File: config.mk
export PLATFORM = sky130hd
export DESIGN_NAME = crosshair_ctl
export DESIGN_NICKNAME = d
export VERILOG_FILES = /design/src/rtl/crosshair_ctl.sv
export SDC_FILE = /design/constraint.sdc
export NUM_CORES = 1
export LEC_CHECK = 0
export CORE_MARGIN = 3
export CORE_UTILIZATION = 52
export DETAILED_ROUTE_END_ITERATION = 10
export HOLD_SLACK_MARGIN = 0.06
export PLACE_DENSITY = 0.93
export SYNTH_ARGS = -nofsm -noshare
export SYNTH_HDL_FRONTEND = slang
export SYNTH_SLANG_ARGS = --single-unit
File: constraint.sdc
create_clock -name clk -period 2.4 [get_ports clk]
set_clock_uncertainty 0.05 [all_clocks]
set_input_delay 0.72 -clock clk [delete_from_list [all_inputs] [get_ports clk]]
set_output_delay 0.72 -clock clk [all_outputs]
set_load 0.01 [all_outputs]
File: src/rtl/crosshair_ctl.sv
`default_nettype none
// ============================================================================
// Module   : crosshair_ctl
// Brief    : Light-gun crosshair control: clamps and frame-latches the pointer
//            position, synchronizes the trigger and sequences shot/flash/cooldown.
//            Optional macro CROSSHAIR_SMOOTH_EN enables first-order smoothing.
// Revision : 1.0 - initial release
// ============================================================================
module crosshair_ctl #(
    parameter int H_MAX           = 799,
    parameter int V_MAX           = 599,
    parameter int FLASH_FRAMES    = 3,
    parameter int COOLDOWN_FRAMES = 10
) (
    input  logic        clk,
    input  logic        rst,
    input  logic [11:0] xpos_in,
    input  logic [11:0] ypos_in,
    input  logic        pos_valid,
    input  logic        trigger,
    input  logic        vblnk,
    input  logic        gun_is_connected,
    output logic [11:0] xpos,
    output logic [11:0] ypos,
    output logic        hide,
    output logic        shot,
    output logic [11:0] shot_x,
    output logic [11:0] shot_y,
    output logic        busy
);

    typedef enum logic [1:0] {
        IDLE     = 2'd0,
        FLASH    = 2'd1,
        COOLDOWN = 2'd2
    } state_t;

    localparam logic [11:0] c_h_max      = 12'(H_MAX);
    localparam logic [11:0] c_v_max      = 12'(V_MAX);
    localparam logic [3:0]  c_flash_last = 4'(FLASH_FRAMES - 1);
    localparam logic [3:0]  c_cool_last  = 4'((COOLDOWN_FRAMES > 0) ? COOLDOWN_FRAMES - 1 : 0);
    localparam logic        c_no_cool    = (COOLDOWN_FRAMES == 0);

    state_t      r_state_q,   w_state_d;
    logic [3:0]  r_cnt_q,     w_cnt_d;
    logic        r_vblnk_q,   w_vblnk_d;
    logic        r_sync1_q,   w_sync1_d;
    logic        r_sync2_q,   w_sync2_d;
    logic        r_prev_q,    w_prev_d;
    logic [1:0]  r_vld_q,     w_vld_d;
    logic        r_armed_q,   w_armed_d;
    logic [11:0] r_pend_x_q,  w_pend_x_d;
    logic [11:0] r_pend_y_q,  w_pend_y_d;
    logic [11:0] r_xpos_q,    w_xpos_d;
    logic [11:0] r_ypos_q,    w_ypos_d;
    logic [11:0] r_shot_x_q,  w_shot_x_d;
    logic [11:0] r_shot_y_q,  w_shot_y_d;
    logic        r_shot_q,    w_shot_d;
    logic        r_hide_q,    w_hide_d;
    logic        r_busy_q,    w_busy_d;

    logic        w_frame_tick;
    logic        w_trig_edge;
`ifdef CROSSHAIR_SMOOTH_EN
    logic [12:0] w_sum_x;
    logic [12:0] w_sum_y;
`endif

    assign w_frame_tick = vblnk & ~r_vblnk_q;
    // Edges only count once the synchronized trigger has been seen low after
    // reset, so a trigger held through reset release never fires.
    assign w_trig_edge  = r_sync2_q & ~r_prev_q & r_armed_q;

    always_comb begin
        w_vblnk_d  = vblnk;
        w_sync1_d  = trigger;
        w_sync2_d  = r_sync1_q;
        w_prev_d   = r_sync2_q;
        w_vld_d    = {r_vld_q[0], 1'b1};
        w_armed_d  = r_armed_q | (r_vld_q[1] & ~r_sync2_q);

        w_pend_x_d = r_pend_x_q;
        w_pend_y_d = r_pend_y_q;
        if (pos_valid) begin
            w_pend_x_d = (xpos_in > c_h_max) ? c_h_max : xpos_in;
            w_pend_y_d = (ypos_in > c_v_max) ? c_v_max : ypos_in;
        end

`ifdef CROSSHAIR_SMOOTH_EN
        w_sum_x = {1'b0, r_xpos_q} + {1'b0, r_pend_x_q};
        w_sum_y = {1'b0, r_ypos_q} + {1'b0, r_pend_y_q};
`endif
        w_xpos_d = r_xpos_q;
        w_ypos_d = r_ypos_q;
        if (w_frame_tick) begin
`ifdef CROSSHAIR_SMOOTH_EN
            w_xpos_d = w_sum_x[12:1];
            w_ypos_d = w_sum_y[12:1];
`else
            w_xpos_d = r_pend_x_q;
            w_ypos_d = r_pend_y_q;
`endif
        end
    end

    always_comb begin
        w_state_d  = r_state_q;
        w_cnt_d    = r_cnt_q;
        w_shot_d   = 1'b0;
        w_shot_x_d = r_shot_x_q;
        w_shot_y_d = r_shot_y_q;
        case (r_state_q)
            IDLE: begin
                if (w_trig_edge) begin
                    w_state_d  = FLASH;
                    w_cnt_d    = 4'd0;
                    w_shot_d   = 1'b1;
                    w_shot_x_d = r_xpos_q;
                    w_shot_y_d = r_ypos_q;
                end
            end
            FLASH: begin
                if (w_frame_tick) begin
                    if (r_cnt_q == c_flash_last) begin
                        w_state_d = c_no_cool ? IDLE : COOLDOWN;
                        w_cnt_d   = 4'd0;
                    end else begin
                        w_cnt_d = r_cnt_q + 4'd1;
                    end
                end
            end
            COOLDOWN: begin
                if (w_frame_tick) begin
                    if (r_cnt_q == c_cool_last) begin
                        w_state_d = IDLE;
                        w_cnt_d   = 4'd0;
                    end else begin
                        w_cnt_d = r_cnt_q + 4'd1;
                    end
                end
            end
            default: begin
                w_state_d = IDLE;
                w_cnt_d   = 4'd0;
            end
        endcase
        w_busy_d = (w_state_d != IDLE);
        w_hide_d = gun_is_connected | (r_state_q == FLASH);
    end

    always_ff @(posedge clk) begin
        if (rst) begin
            r_state_q  <= IDLE;
            r_cnt_q    <= 4'd0;
            r_vblnk_q  <= 1'b0;
            r_sync1_q  <= 1'b0;
            r_sync2_q  <= 1'b0;
            r_prev_q   <= 1'b0;
            r_vld_q    <= 2'b00;
            r_armed_q  <= 1'b0;
            r_pend_x_q <= 12'd0;
            r_pend_y_q <= 12'd0;
            r_xpos_q   <= 12'd0;
            r_ypos_q   <= 12'd0;
            r_shot_x_q <= 12'd0;
            r_shot_y_q <= 12'd0;
            r_shot_q   <= 1'b0;
            r_hide_q   <= 1'b0;
            r_busy_q   <= 1'b0;
        end else begin
            r_state_q  <= w_state_d;
            r_cnt_q    <= w_cnt_d;
            r_vblnk_q  <= w_vblnk_d;
            r_sync1_q  <= w_sync1_d;
            r_sync2_q  <= w_sync2_d;
            r_prev_q   <= w_prev_d;
            r_vld_q    <= w_vld_d;
            r_armed_q  <= w_armed_d;
            r_pend_x_q <= w_pend_x_d;
            r_pend_y_q <= w_pend_y_d;
            r_xpos_q   <= w_xpos_d;
            r_ypos_q   <= w_ypos_d;
            r_shot_x_q <= w_shot_x_d;
            r_shot_y_q <= w_shot_y_d;
            r_shot_q   <= w_shot_d;
            r_hide_q   <= w_hide_d;
            r_busy_q   <= w_busy_d;
        end
    end

    assign xpos   = r_xpos_q;
    assign ypos   = r_ypos_q;
    assign shot_x = r_shot_x_q;
    assign shot_y = r_shot_y_q;
    assign shot   = r_shot_q;
    assign hide   = r_hide_q;
    assign busy   = r_busy_q;

endmodule
`default_nettype wire

==> flow_summary.toml, run 1 <==
[drt]
vias = 2924
finalWirelength_um = 7990
wl_per_cell_um = 14.9
via_per_inst = 5.46
drt_pre_antenna_iters = 4
drc = 0
antenna_left = 0
dr.first_iter.drc_count = 217

[clocking]
cts.repair.resized = 0
cts_buffers = 9
ctsHoldBuffers = 0
clk_pin_slew_worst_paths_ns = 0.09
cts_setup_buffers = 0
clock_sinks = 88
htreeDepth = 3
clk_latency_ns = 0.35
cts_root_buffer = "clkbuf_8"
cts_tree = "built"
clockBufferDepth = 2

[placement]
place_inst = 520
io_buffers = 80
routabilityCongestion = 0.790
post_dp_cell_area_sq_um = 4120
place_ws_ns = 0.0535
dp_hpwl_um = 5640

[synth]
synth_cell_types = 44
synth_top_family_by_area = "simple AND/OR/NAND/NOR gates"
synth-seq-area-share = 0.542
avgSynthCellArea_sq_um = 8.56
ys.flop_type = "dfxtp_1"
ys_async_sr_fraction = 0
synth_mux_area_frac = 0
synth_compound_area_frac = 0.176
ys_ff_latch = 88
synth_simple_gate_area_frac = 0.225
syn_inst = 380
synth_xor_area_frac = 0
syn_nets = 414
yosysWarningCount = 0
synthAdderAreaFrac = 0.0154
synth_edf_count = 0
netlist_area_sq_um = 3250

[power_and_ir_drop]
power.leakage_nw = 1.57
powerDensity_nw_per_um2 = 643
max-vdd-ir-drop_v = 0.000409

[floorplan]
die_w_um = 85.1
design.core.area_sq_um = 5990
dieHeight_um = 85.1
initial_utilization = 0.543
die_area_sq_um = 7240
io_pins = 81
num_rows = 28

[setup_path]
cp_max_fo = 3
start_kind = "register"
cp-end-kind = "primary output"
cp_num_buf_inv = 1
critPathKind = "reg2out"
slowest_stage = "clkdlybuf4s50_1"
cp.required_ns = 1.63
crit_family = "buffers and inverters"
cp.arrival_ns = 1.31
slowest_delay_ns = 0.56
path_cells = "clkdlybuf4s50_1"

[final_layout]
design_area_sq_um = 4320
ff_latch_area_sq_um = 1760
layout-drive-gt1-share = 0.0933
nets = 490
antenna_cells = 0
stdcell_count = 536
multi_input_area_sq_um = 1360
area_growth_pct = 32.9
fillers = 434

[global_route]
grt_max_degree = 45
met1_usage = 0.285
grt_pass1_vias = 2811
overflow = 0
grtUsageMet2 = 0.384
grt-busiest-layer = "met2"
grt_usage = 0.229
met3_usage = 0.0379
grt_pass1_wl_um = 13300
antenna_found_initial = 0

[timing]
finalCritPeriodShare = 0.866
setup_violations = 0
tightest_slew_ns = 0.534
tns_ns = 0
slew_headroom = 0.639
rsz0062_at_grt = "no"
drv_slew = 0
fin_ws_ns = 0.322
max_freq_mhz = 481
post-route-min-period_ns = 2.08
hold_violations = 0

[job]
cap_violations = 0

[run_status]
status = "completed"

[min_path]
hold_class = "reg2reg"
-- cell families after synthesis --
| kind of cell | after synthesis |
|---|---|
| AO/OA/AOI/OAI | 90 |
| adder cells (fa/ha/maj) | 4 |
| buffers and inverters | 35 |
| flip-flops | 88 |
| AND/OR/NAND/NOR | 163 |
-- layer usage --
| layer | routed length, um | share of wire |
|---|---|---|
| met2 | 3980 | 0.50 |
| met3 | 476 | 0.060 |
| met4 | 212 | 0.027 |
| met5 | 0 | 0 |
| met1 | 3310 | 0.41 |
-- layout make-up --
type / count / share of cell area
clock buffers: 11 / 0.0327
clock inverters: 5 / 0.0148
inverters: 12 / 0.0104
multi-input cells: 257 / 0.315
flip-flops and latches: 88 / 0.408
well taps: 75 / 0.0217
repair buffers: 88 / 0.198
-- synthesized netlist by cell type, types with 2 or more instances --
cell | instances | area, sq um
a211oi_1 | 7 | 52.6
a21oi_1 | 58 | 290
a22o_1 | 2 | 17.5
a31o_2 | 2 | 17.5
and2_1 | 5 | 31.3
buf_1 | 3 | 11.3
buf_2 | 2 | 10.0
clkbuf_1 | 18 | 67.6
dfxtp_1 | 88 | 1760
ha_1 | 4 | 50.1
inv_1 | 11 | 41.3
nand2_1 | 98 | 368
nand2b_1 | 3 | 18.8
nand3_1 | 3 | 15.0
nor2_1 | 26 | 97.6
nor2b_1 | 10 | 62.6
nor3_1 | 6 | 30.0
nor3b_1 | 2 | 15.0
o21ai_0 | 2 | 10.0
o221a_2 | 5 | 56.3
o32ai_1 | 2 | 17.5
-- placed cells by master, fill, tap and decap left out, drive strengths merged, types with 8 or more instances in the layout --
master and count:
clkbuf 11, a211oi 8, buf 9, clkdlybuf4s50 79
a21oi 59, nor2 26, nor2b 10, dfxtp 88
nand2 98, inv 13
-- registers in the layout, indices dropped and copies added (netlist names) --
signal / cells
r_pend_y_q: 12
r_sync2_q: 1
r_vld_q: 2
hide: 1
r_cnt_q: 4
r_prev_q: 1
r_vblnk_q: 1
xpos: 12
shot_y: 12
shot_x: 12
r_pend_x_q: 12
shot: 1
busy: 1
r_sync1_q: 1
ypos: 12
r_state_q: 2
r_armed_q: 1
-- final timing paths --
check               startpoint    endpoint  slack (ns)  cells past startpoint
setup / recovery       xpos[5]     xpos[5]        0.32                      1
hold / removal       r_sync1_q   r_sync2_q        0.40                      1
setup reg to reg  r_state_q[1]  r_cnt_q[0]        0.62                      6
hold reg to reg      r_sync1_q   r_sync2_q        0.40                      1
-- power by group --
group | internal (mW) | total [mW] | leakage (nW) | switching [mW]
registers | 1.50 | 1.52 | 0.717 | 0.0253
logic | 0.105 | 0.212 | 0.751 | 0.107
clock network | 0.519 | 1.05 | 0.101 | 0.527
total | 2.12 | 2.78 | 1.57 | 0.660
-- through the flow --
stage	power, mW	hold slack [ns]	utilization
6_report	2.78	0.400	0.722
5_1_grt	2.88	0.416	0.722
2_1_floorplan	1.65	0.364	-
4_1_cts	2.79	0.400	0.722
3_3_place_gp	1.76	0.368	0.687
3_5_place_dp	1.76	0.384	0.687
Power figures use the tool's default switching activity.
==> inputs of run 2 (changes only) <==
--- a/config.mk
+++ b/config.mk
@@ -5,8 +5,9 @@
 export SDC_FILE = /design/constraint.sdc
 export NUM_CORES = 1
 export LEC_CHECK = 0
+export ABC_AREA = 1
 export CORE_MARGIN = 3
-export CORE_UTILIZATION = 52
+export CORE_UTILIZATION = 53
 export DETAILED_ROUTE_END_ITERATION = 10
 export HOLD_SLACK_MARGIN = 0.06
 export PLACE_DENSITY = 0.93
==> run 2 against run 1 <==
Core utilization increased by 1.6 points. Die area up 3.2%. Total power increased by 11%. Sequential power grew 3%. Via count rose by 10%. Area after synthesis increased by 5.4%. Largest cell class unchanged.
==> flow_summary.toml, run 2 <==
[run_status]
status = "completed"

[setup_path]
path_cells = "clkdlybuf4s50_1"
slowest_stage = "clkdlybuf4s50_1"
rr_worst_depth = 7
critPathKind = "reg2out"
cp.required_ns = 1.63
cp.depth = 1
slowest_delay_ns = 0.57
cp_num_buf_inv = 1
cp.arrival_ns = 1.34
crit_family = "buffers and inverters"
cp-end-kind = "primary output"
cp_max_fo = 3
start_kind = "register"

[power_and_ir_drop]
swShare = 0.231
powerDensity_nw_per_um2 = 684
power.leakage_nw = 1.97
power.clock.fraction = 0.386
combPwrFrac = 0.105
max-vdd-ir-drop_v = 0.000448
switchingPower_uw = 710
intPower_mw = 2.37
pwr-share-seq = 0.509

[synth]
synth_commonest_cells = "133 x nor2_1, 88 x dfxtp_1, 52 x o21ai_0, 51 x nand2_1, 36 x inv_1"
synth.most_common_cell = "nor2_1"
synth_top_area_share = 0.514
syn_inst = 454
avgSynthCellArea_sq_um = 7.55
synth_top_family_by_area = "simple AND/OR/NAND/NOR gates"
synth_edf_count = 0
synth_cell_types = 25
synth-seq-area-share = 0.514
synth_xor_area_frac = 0
synthAdderAreaFrac = 0.0146
syn_nets = 488
yosysWarningCount = 0
netlist_area_sq_um = 3430
synth_area_leaders = "dfxtp_1 51%, nor2_1 15%, o21ai_0 7.6%, nand2_1 5.6%, inv_1 3.9%"
ys_async_sr_fraction = 0
synth_mux_area_frac = 0
synth_simple_gate_area_frac = 0.261
ys.flop_type = "dfxtp_1"
yosys.area.top_type = "dfxtp_1"
synth_compound_area_frac = 0.129
ys_ff_latch = 88

[global_route]
antenna_found_initial = 0
grt_pass1_vias = 3125
overflow = 0
grtUsageMet2 = 0.412
met3_usage = 0.0694
grt_usage = 0.242
grt_pass1_wl_um = 14100
grt-busiest-layer = "met2"
grt_max_degree = 30
met1_usage = 0.285

[clocking]
cts_root_buffer = "clkbuf_8"
clk_latency_ns = 0.36
htreeDepth = 3
ctsHoldBuffers = 0
clk_pin_slew_worst_paths_ns = 0.08
clock_sinks = 88
clockBufferDepth = 2
cts.repair.resized = 0
cts_buffers = 9
cts_setup_buffers = 0
cts_tree = "built"

[timing]
post-route-min-period_ns = 2.11
max_freq_mhz = 474
setup_violations = 0
tns_ns = 0
tightest_slew_ns = 0.585
hold_violations = 0
finalCritPeriodShare = 0.880
fin_ws_ns = 0.288
slew_headroom = 0.609
rsz0062_at_grt = "no"
drv_slew = 0

[final_layout]
antenna_cells = 0
final_cell_mix = "133 x nor2_1, 88 x dfxtp_1, 80 x clkdlybuf4s50_1, 52 x o21ai_0, 51 x nand2_1"
fillers = 440
nets = 567
final_common_cell = "nor2_1"
layout-drive-gt1-share = 0.0690
area_growth_pct = 31.2

[min_path]
hold_class = "reg2reg"
min_path_cells = 2

[drt]
drc = 0
dr.first_iter.drc_count = 216
drt_pre_antenna_iters = 5
wl_per_cell_um = 14.0
vias = 3229
antenna_left = 0
finalWirelength_um = 8560
via_per_inst = 5.28

[placement]
dp_hpwl_um = 5980
io_buffers = 80
routabilityCongestion = 0.928
place_ws_ns = 0.320

[floorplan]
design.core.area_sq_um = 6100
dieHeight_um = 86.4
initial_utilization = 0.562
die_area_sq_um = 7470
num_rows = 28
io_pins = 81
die_w_um = 86.4

[job]
cap_violations = 0
-- run 2: worst paths after layout --
path | startpoint | to | slack, ns
worst min register to register | r_sync1_q | r_sync2_q | 0.36
worst max-delay path | xpos[2] | xpos[2] | 0.29
worst max register to register | r_state_q[0] | shot_x[9] | 0.38
worst min-delay path | r_sync1_q | r_sync2_q | 0.36
-- run 2: final cells by class --
class	instances	area (sq um)	share of cell area
flip-flops and latches	88	1760	0.392
multi-input cells	304	1390	0.308
repair buffers	89	868	0.193
inverters	41	154	0.0342
clock buffers	9	124	0.0276
clock inverters	5	108	0.0239
well taps	75	93.8	0.0209
-- run 2: logic make-up after synthesis --
family / count (synthesis)
buf+inv: 62
compound gates: 85
flops: 88
fa+ha+maj: 4
simple gates: 215
-- run 2: per-layer routing --
layer,share of wire,routed length (um)
met1,0.41,3480
met2,0.50,4290
met3,0.069,588
met4,0.024,206
met5,0,0
-- run 2: power groups by stage --
| stage | Clock (mW) | Sequential (mW) | Combinational (mW) |
|---|---|---|---|
| after global placement | 0 | 1.59 | 0.308 |
| after detailed placement | 0 | 1.60 | 0.319 |
| after CTS | 1.20 | 1.56 | 0.324 |
| after global routing | 1.26 | 1.57 | 0.356 |
| final | 1.19 | 1.57 | 0.323 |
| after floorplan | 0 | 1.60 | 0.143 |
-- run 2: through the flow --
stage               hold slack, ns  instance area, sq um  utilization  total power [mW]  cells
global placement             0.341                  4260        0.700              1.90    597
detailed placement           0.349                  4260        0.700              1.92    597
CTS                          0.363                  4500        0.737              3.08    611
global route                 0.377                  4500        0.737              3.18    611
finish                       0.359                  4500        0.737              3.08    611
floorplan                    0.338                  3430            -              1.75    454
